==> src/rtl/envelope_follower_if.sv <==
// Envelope follower port bundle: per-sample audio in, rate/level controls, envelope and gate out.
// master: drives low_strobe, sample_in, a, r, threshold, hold; observes envelope_out, gate_out, gate_rise.
// slave:  the follower itself; samples the strobe, sample and controls, drives the three outputs.
interface envelope_follower_if #(
   parameter int SAMPLE_WIDTH     = 16,
   parameter int ACCUMULATOR_BITS = 24,
   parameter int CTRL_WIDTH       = 4
);
   logic                           low_strobe;
   logic signed [SAMPLE_WIDTH-1:0] sample_in;
   logic [CTRL_WIDTH-1:0]          a;
   logic [CTRL_WIDTH-1:0]          r;
   logic [CTRL_WIDTH-1:0]          threshold;
   logic [CTRL_WIDTH-1:0]          hold;
   logic [ACCUMULATOR_BITS-1:0]    envelope_out;
   logic                           gate_out;
   logic                           gate_rise;

   modport master (
      output low_strobe, sample_in, a, r, threshold, hold,
      input  envelope_out, gate_out, gate_rise
   );

   modport slave (
      input  low_strobe, sample_in, a, r, threshold, hold,
      output envelope_out, gate_out, gate_rise
   );
endinterface

==> src/rtl/envelope_follower.sv <==
// Envelope follower + gate: rectified sample drives an attack/release envelope; a 3-state FSM derives a gate.
// Latency: envelope_out is updated one clk after each low_strobe edge; the gate lags the envelope by one strobe.
// Backpressure: none; one update per strobe cycle, all state holds between strobes.
// Ports: clk, rst (async active-low), bus (slave modport: low_strobe, sample_in, a, r, threshold, hold,
//        envelope_out, gate_out, gate_rise).
// Option: define ENVELOPE_FOLLOWER_HYSTERESIS_EN to close the gate at half the open level.
module envelope_follower #(
   parameter int SAMPLE_WIDTH     = 16,
   parameter int ACCUMULATOR_BITS = 24,
   parameter int CTRL_WIDTH       = 4,
   parameter int HOLD_BITS        = 12
) (
   input logic                clk,
   input logic                rst,
   envelope_follower_if.slave bus
);

   localparam int SCALE_SHIFT = ACCUMULATOR_BITS - SAMPLE_WIDTH + 1;
   localparam int LEVEL_SHIFT = ACCUMULATOR_BITS - CTRL_WIDTH;

   localparam logic [ACCUMULATOR_BITS-1:0] FULL_SCALE = {ACCUMULATOR_BITS{1'b1}};
   localparam logic [SAMPLE_WIDTH-1:0]     MOST_NEG   = {1'b1, {(SAMPLE_WIDTH-1){1'b0}}};
   localparam logic [SAMPLE_WIDTH-1:0]     MOST_POS   = {1'b0, {(SAMPLE_WIDTH-1){1'b1}}};
   localparam logic [CTRL_WIDTH:0]         REL_BIAS   = 4;
   localparam logic [HOLD_BITS-1:0]        HOLD_LAST  = 1;

   typedef enum logic [1:0] {
      ST_OFF  = 2'd0,
      ST_OPEN = 2'd1,
      ST_HOLD = 2'd2
   } state_t;

   state_t                      state, state_nxt;
   logic [ACCUMULATOR_BITS-1:0] env, env_nxt;
   logic [HOLD_BITS-1:0]        hold_cnt, hold_cnt_nxt;
   logic                        gate_rise_q, gate_rise_nxt;

   logic [SAMPLE_WIDTH-1:0]     mag;
   logic [ACCUMULATOR_BITS-1:0] target;
   logic [ACCUMULATOR_BITS-1:0] attack_step, release_step;
   logic [ACCUMULATOR_BITS-1:0] up_diff, dn_diff;
   logic [CTRL_WIDTH:0]         rel_shift;
   logic [ACCUMULATOR_BITS-1:0] open_lvl, close_lvl;
   logic [HOLD_BITS-1:0]        hold_load;

   // Rectify; the most-negative code has no positive twin, so it saturates.
   always_comb begin
      mag = bus.sample_in;
      if (bus.sample_in[SAMPLE_WIDTH-1]) begin
         if (bus.sample_in == MOST_NEG) mag = MOST_POS;
         else                           mag = -bus.sample_in;
      end
   end

   // mag's top bit is always 0, so the shift only drops a zero.
   assign target       = ACCUMULATOR_BITS'(mag) << SCALE_SHIFT;
   assign attack_step  = FULL_SCALE >> bus.a;
   assign rel_shift    = {1'b0, bus.r} + REL_BIAS;
   assign release_step = FULL_SCALE >> rel_shift;
   assign up_diff      = target - env;
   assign dn_diff      = env - target;

   // Step is clamped to the remaining distance, so env lands exactly on target and never wraps.
   always_comb begin
      env_nxt = env;
      if (target > env) env_nxt = env + ((attack_step < up_diff) ? attack_step : up_diff);
      else              env_nxt = env - ((release_step < dn_diff) ? release_step : dn_diff);
   end

   assign open_lvl  = ACCUMULATOR_BITS'(bus.threshold) << LEVEL_SHIFT;
`ifdef ENVELOPE_FOLLOWER_HYSTERESIS_EN
   assign close_lvl = open_lvl >> 1;
`else
   assign close_lvl = open_lvl;
`endif
   assign hold_load = HOLD_BITS'({bus.hold, 8'h00});

   // Gate FSM looks at the registered env, i.e. the envelope before this strobe's update.
   always_comb begin
      state_nxt     = state;
      hold_cnt_nxt  = hold_cnt;
      gate_rise_nxt = 1'b0;
      if (bus.low_strobe) begin
         case (state)
            ST_OFF: begin
               if (env >= open_lvl) begin
                  state_nxt     = ST_OPEN;
                  gate_rise_nxt = 1'b1;
               end
            end
            ST_OPEN: begin
               if (env < close_lvl) begin
                  if (bus.hold == '0) begin
                     state_nxt = ST_OFF;
                  end else begin
                     state_nxt    = ST_HOLD;
                     hold_cnt_nxt = hold_load;
                  end
               end
            end
            ST_HOLD: begin
               // Retrigger returns to OPEN silently: the gate never dropped.
               if (env >= open_lvl)          state_nxt    = ST_OPEN;
               else if (hold_cnt == HOLD_LAST) state_nxt  = ST_OFF;
               else                          hold_cnt_nxt = hold_cnt - 1'b1;
            end
            default: state_nxt = ST_OFF;
         endcase
      end
   end

   always_ff @(posedge clk or negedge rst) begin
      if (!rst) begin
         state       <= ST_OFF;
         env         <= '0;
         hold_cnt    <= '0;
         gate_rise_q <= 1'b0;
      end else begin
         state       <= state_nxt;
         hold_cnt    <= hold_cnt_nxt;
         gate_rise_q <= gate_rise_nxt;
         if (bus.low_strobe) env <= env_nxt;
      end
   end

   assign bus.envelope_out = env;
   assign bus.gate_out     = (state != ST_OFF);
   assign bus.gate_rise    = gate_rise_q;

endmodule

==> src/flat_wrapper.sv <==
// flat-port wrapper written by rule: the top's interface ports become plain ports
module envelope_follower_flat 
#(
   parameter int SAMPLE_WIDTH     = 16,
   parameter int ACCUMULATOR_BITS = 24,
   parameter int CTRL_WIDTH       = 4,
   parameter int HOLD_BITS        = 12
)
  (clk, rst, bus_low_strobe, bus_sample_in, bus_a, bus_r, bus_threshold, bus_hold, bus_envelope_out, bus_gate_out, bus_gate_rise);
  envelope_follower_if #(.SAMPLE_WIDTH(SAMPLE_WIDTH), .ACCUMULATOR_BITS(ACCUMULATOR_BITS), .CTRL_WIDTH(CTRL_WIDTH)) bus_i ();
  input logic clk;
  input logic rst;
  input wire logic [$bits(bus_i.low_strobe)-1:0] bus_low_strobe;
  input wire logic [$bits(bus_i.sample_in)-1:0] bus_sample_in;
  input wire logic [$bits(bus_i.a)-1:0] bus_a;
  input wire logic [$bits(bus_i.r)-1:0] bus_r;
  input wire logic [$bits(bus_i.threshold)-1:0] bus_threshold;
  input wire logic [$bits(bus_i.hold)-1:0] bus_hold;
  output wire logic [$bits(bus_i.envelope_out)-1:0] bus_envelope_out;
  output wire logic [$bits(bus_i.gate_out)-1:0] bus_gate_out;
  output wire logic [$bits(bus_i.gate_rise)-1:0] bus_gate_rise;
  assign bus_i.low_strobe = bus_low_strobe;
  assign bus_i.sample_in = bus_sample_in;
  assign bus_i.a = bus_a;
  assign bus_i.r = bus_r;
  assign bus_i.threshold = bus_threshold;
  assign bus_i.hold = bus_hold;
  assign bus_envelope_out = bus_i.envelope_out;
  assign bus_gate_out = bus_i.gate_out;
  assign bus_gate_rise = bus_i.gate_rise;
  envelope_follower #(.SAMPLE_WIDTH(SAMPLE_WIDTH), .ACCUMULATOR_BITS(ACCUMULATOR_BITS), .CTRL_WIDTH(CTRL_WIDTH), .HOLD_BITS(HOLD_BITS)) u_core (.clk(clk), .rst(rst), .bus(bus_i));
endmodule
==> config.mk <==
export PLATFORM = sky130hd
export DESIGN_NAME = envelope_follower_flat
export DESIGN_NICKNAME = d
export VERILOG_FILES = /design/src/rtl/envelope_follower_if.sv /design/src/rtl/envelope_follower.sv /design/src/flat_wrapper.sv
export SDC_FILE = /design/constraint.sdc
export NUM_CORES = 1
export LEC_CHECK = 0
export CAP_MARGIN = 20
export CORE_AREA = 3 3 132 134
export DETAILED_ROUTE_END_ITERATION = 8
export DIE_AREA = 0 0 135 137
export HOLD_SLACK_MARGIN = 0.12
export SYNTH_ARGS = -nofsm -noshare
export SYNTH_HDL_FRONTEND = slang
export SYNTH_SLANG_ARGS = --single-unit
==> constraint.sdc <==
create_clock -name clk -period 9.1 [get_ports clk]
set_input_delay 0.91 -clock clk [delete_from_list [all_inputs] [get_ports clk]]
set_output_delay 0.91 -clock clk [all_outputs]
set_load 0.02 [all_outputs]
# == Yosys cells after proc, flatten, opt, wreduce, memory -nomap -nowiden ==
# Cells that the tools add are included.
# op_classes
add_sub_neg,7
n_lt_le_gt_ge,5
eq_ne,10
shifts,2
n_mux,19
reduce_logical,6
# ops
operator,n
24-bit less-than comparator,3
24-bit two-way mux,3
24-bit subtractor,3
12-bit two-way mux,4
15-bit two-way mux,2
24-bit adder,1
24-bit >= comparator,1
24-bit > comparator,1
12-bit case mux with 2 select lines,1
"24-bit by 4-bit >> shifter with 24-bit output, first input constant",1
"24-bit by 5-bit >> shifter with 24-bit output, first input constant",1
"16-bit equality test, second input constant",1
15-bit negation,1
"12-bit by 1-bit equality test with 1-bit output, second input constant",1
"12-bit by 1-bit subtractor with 12-bit output, second input constant",1
2-bit two-way mux,5
"2-bit inequality test, second input constant",3
2-bit case mux with 3 select lines,1
6-bit AND reduction,1
"4-bit by 3-bit adder with 5-bit output, second input constant",1
4-bit zero test,1
"2-bit by 1-bit inequality test with 1-bit output, second input constant",2
4-bit AND reduction,1
2-bit nonzero test,2
5 further kinds,7
# word_totals
reg_bits,39
input_bits,35
out_inout_bits,26
elab_cells,53

# == Depth between registers and ports, before layout ==
# depth
word_depth,8
ltp_mapped,42
ltp_nobuf,39

# == Worst setup path after synthesis ==
# Ideal clock, no wire load.
# synth_path
kind,in2reg
start,in bus_sample_in[5]
end,reg u_core.env[23] (netlist: u_core.bus.envelope_out[23])
setup_ns,0.146
arrival_ns,9.789
required_ns,8.954
slack_ns,-0.835
path_stages,41
n_path_buf,4
path_cell_list,or3_1 > or4_1 > or3_1 > or3_1 > or3b_1 > buf_4 > nand2_2 > ha_1 > clkbuf_1 > and3_1 > and4_1 > o211a_1 > o31ai_1 > a21boi_0 > or2_2 > ha_1 > nand2_1 > nor2_1 > [... 5 more ...] > ha_1 > o221ai_1 > a21oi_1 > and3_1 > nand2_1 > xor2_1 > o211ai_1 > o31ai_1 > ha_1 > and3_1 > a31oi_1 > o21a_1 > o21ai_1 > a211oi_1 > o31ai_1 > and3b_1 > o41ai_1 > o2111ai_1
# synth_between
elab_chain_cells,8
word_cells_on_any_way,14
classes_between,add/sub: 5; order compare: 3; eq/ne: 1; mux: 5
# synth_lines
element,line,source
"start, declared",flat_wrapper.sv:14,input wire logic [$bits(bus_i.sample_in)-1:0] bus_sample_in;
15-bit negation / 16-bit equality test (equally long branches),"envelope_follower.sv:51, envelope_follower.sv:50",
15-bit two-way mux,envelope_follower.sv:50,if (bus.sample_in == MOST_NEG) mag = MOST_POS;
15-bit two-way mux (*),envelope_follower.sv:49,if (bus.sample_in[SAMPLE_WIDTH-1]) begin
24-bit subtractor (on tied branches),"envelope_follower.sv:61, envelope_follower.sv:60",
24-bit less-than comparator (on tied branches),"envelope_follower.sv:67, envelope_follower.sv:66",
24-bit two-way mux (on tied branches),"envelope_follower.sv:67, envelope_follower.sv:66",
24-bit subtractor / 24-bit adder (equally long branches),"envelope_follower.sv:67, envelope_follower.sv:66",
24-bit two-way mux (*),envelope_follower.sv:66,if (target > env) env_nxt = env + ((attack_step < up_diff) ? attack_step : up_diff);
"end signal, assigned",envelope_follower.sv:122,if (bus.low_strobe) env <= env_nxt;
"end, declared",envelope_follower.sv:34,"logic [ACCUMULATOR_BITS-1:0] env, env_nxt;"
# Mark *: on every way between the ends. The rest lies on a longest branch, timed or not.
# A chain may end at the register's enable or synchronous reset.

# == Worst setup path after layout ==
# Ends and elaborated chain as after synthesis.

==> flow_summary.json <==
{
  "status": "finished, final reports clean",
  "syn_area_um2": 7320,
  "drtPass1Iterations": 5,
  "max_stage_delay_ns": 0.46,
  "core_area_um2": 16400,
  "tightest_slew_ns": 0.911,
  "overflow": 0,
  "initial_core_util_pct": 44.6,
  "r2r_start": "u_core.bus.envelope_out[1]$_DFFE_PN0P_",
  "clkLatencyLatePin_ns": 0.29,
  "synth-seq-cells": 39,
  "use_met1_pct": 41.6,
  "fin_crit_ns": 8.91,
  "postCtsHoldBufs": 0,
  "drive_gt1_share_pct": 29.6,
  "rrSetupSlack_ns": 2.09,
  "critPathMaxFanout": 6,
  "antenna_left": 0,
  "io_pins": 61,
  "areaGrowthSynthToFinish_pct": 44.0,
  "worst_slack_ns": 0.193,
  "hold_viol": 0,
  "grt_pass1_vias": 8073,
  "yosysWarnings": 0,
  "ff2ff_path_depth": 37,
  "layout_common_cells": "buf_4 (243), ha_1 (86), nand2_1 (76)",
  "drtIter0Drc": 815,
  "grt_max_degree": 47,
  "grt_pass1_wl_um": 42400,
  "worstHoldPathCells": 2,
  "tritoncts": "built",
  "cp.required_ns": 9.26,
  "grt.total_usage_pct": 28.7,
  "worst-setup-path-type": "in2reg",
  "synth_edf_count": 0,
  "slew_viol_final": 0,
  "hold_start": "u_core.hold_cnt[5]$_DFFE_PN0P_",
  "antenna_cells": 0,
  "setup_viol": 0,
  "die_x_um": 135,
  "cts_root_buf": "clkbuf_16",
  "grt_util_met2_pct": 44.8,
  "port_buffers": 60,
  "drv_cap": 0,
  "cts_sinks": 39,
  "viasPerCell": 5.85,
  "preCtsSetupSlack_ns": -0.786,
  "dp.cells": 1423,
  "synth_nets": 1113,
  "dieArea_um2": 18500,
  "antenna_found_initial": 0,
  "crit_arrival_ns": 9.07,
  "clk_pin_slew_worst_paths_ns": 0.07,
  "avgRoutedWirePerCell_um": 18.5,
  "nets": 1385,
  "async_flop_share_pct": 100,
  "finalCritPeriodShare_pct": 97.9,
  "hold_path_end": "u_core.hold_cnt[5]$_DFFE_PN0P_",
  "cts_buffers": 5,
  "max-clock-path-buffers": 2,
  "route.vias.total": 8622,
  "route.detailed.drc": 0,
  "synth_cells": 982,
  "std_cell_rows": 47,
  "hold_class": "reg2reg",
  "fin_skew_ns": 0.00917,
  "synth_cell_types": 85,
  "place_congestion": 0.979,
  "end_kind": "flip-flop",
  "grt_util_met3_pct": 2.98,
  "syn_area_per_cell_um2": 7.45,
  "h-tree-depth": 2,
  "final_common_cell": "buf_4",
  "drt_wl_total_um": 27200,
  "post-dp-hpwl_um": 21100,
  "die_y_um": 137,
  "yosysSeqAreaShare_pct": 13.3,
  "synth_flop_cell": "dfrtp_1",
  "fillers": 1409,
  "critPathSlowestCell": "or3b_4",
  "rsz0062_at_grt": "yes",
  "timing.fmax_mhz": 112,
  "worst_path_most_repeated_cell": "buf_4",
  "fin_cells": 1475,
  "slew_headroom_pct": 39.3,
  "worstReg2RegEnd": "u_core.bus.envelope_out[23]$_DFFE_PN0P_",
  "grt_busiest_layer": "met2",
  "cp-start-kind": "input pin"
}
## worst max-delay path by stage
stage | from | to | slack (ns) | depth (start not counted)
after floorplan | bus_sample_in[5] | u_core.bus.envelope_out[23]$_DFFE_PN0P_ | -0.23 | 41
after global placement | bus_sample_in[5] | u_core.bus.envelope_out[23]$_DFFE_PN0P_ | -0.61 | 38
after detailed placement | bus_sample_in[5] | u_core.bus.envelope_out[23]$_DFFE_PN0P_ | -0.79 | 39
after CTS | bus_sample_in[5] | u_core.bus.envelope_out[23]$_DFFE_PN0P_ | 0.07 | 39
after global routing | bus_sample_in[5] | u_core.bus.envelope_out[23]$_DFFE_PN0P_ | -0.18 | 40
final | bus_sample_in[5] | u_core.bus.envelope_out[23]$_DFFE_PN0P_ | 0.19 | 44
## kinds of logic (layout without fill, tap and decap cells)
group                      count (synthesis)  after routing  synth area share (%)
and+or+nand+nor                          343            343                  25.7
DFF                                       39             39                  13.3
muxes                                     10             10                  1.40
adders and majority gates                 96             96                  16.6
buffers and inverters                    115            388                  6.24
xor gates and xnor gates                  63             63                  7.54
AOI/OAI and AO/OA                        316            316                  29.2
## Yosys cell counts (5+ instances only)
master     instances  area share, %
clkbuf_1          34            1.7
or4_1              9           0.92
nor4_1            10           0.85
a21boi_0           9           0.92
o21a_1            17            1.7
and2_1            10           0.85
o211ai_1          13            1.3
inv_1             67            3.4
and3_1            13            1.1
xor2_1            33            4.0
nand3_1           30            2.1
nand4_1           11           0.94
nor3_1            40            2.7
o31ai_1           20            2.1
nand3b_1           6           0.62
or3_1             16            1.4
a211oi_1          15            1.5
nand2_2            8           0.68
a31oi_1           12            1.0
a21o_1            36            3.7
a21oi_1           68            4.7
o41ai_1            5           0.60
nor4b_1            5           0.60
o2111ai_1          8           0.96
nor2b_1           10           0.85
nand2b_1           9           0.77
o22ai_1            8           0.68
o21ai_1           10           0.68
or2_2              7           0.60
nand2_1           78            4.0
o221ai_1           6           0.72
ha_1              94             16
mux2i_1            8            1.1
dfrtp_1           39             13
nor2_1            51            2.6
o21ai_0           46            3.1
buf_2              5           0.34
xnor2_1           30            3.6
## layer usage
metal / part of all wire [%] / wire length, um
met1: 47 / 12800
met3: 5.7 / 1560
met2: 45 / 12100
met5: 0 / 0
met4: 2.7 / 746
## flip-flops by register name, summed over array words and instances (netlist names)
| name | cells |
|---|---|
| u_core.hold_cnt | 12 |
| u_core.bus.envelope_out | 24 |
| u_core.state | 2 |
| u_core.bus.gate_rise | 1 |
## cell type report
cell class | instances | area, um2 | area share [%]
clock inverter | 3 | 46.3 | 0.439
sequential | 39 | 976 | 9.26
inverter | 70 | 263 | 2.49
tap | 220 | 275 | 2.61
clock buffer | 5 | 125 | 1.19
timing repair buffer | 310 | 2510 | 23.8
multi-input combinational | 828 | 6350 | 60.2
## repair_timing
action	4_1_cts	5_1_grt
gates cloned	0	0
endpoints found under the setup margin	12	14
hold endpoints to repair	0	0
gates resized for setup	38	60
buffers inserted	33	11
pin swaps	36	53
## per-stage QoR
| step | hold WS [ns] | cell area (um2) | TNS [ns] | util (%) |
|---|---|---|---|---|
| finish | 0.535 | 10500 | 0 | 64.2 |
| global route | 0.580 | 10500 | -0.255 | 64.2 |
| CTS | 0.543 | 10200 | 0 | 62.4 |
| detailed placement | 0.523 | 9640 | -5.17 | 58.8 |
| global placement | 0.521 | 9640 | -3.90 | 58.8 |
| floorplan | 0.494 | 7440 | -0.229 | - |
## critical path: cells and delay by family
kind,cells,cell delay [ns]
XOR/XNOR,1,0.29
AND/OR/NAND/NOR,9,2.41
buffers and inverters,23,2.90
AO/OA/AOI/OAI,9,1.98
adder cells (fa/ha/maj),2,0.56
Power is not shown: default switching activity piles up to over one toggle a cycle in this logic, so the estimate is an artifact.
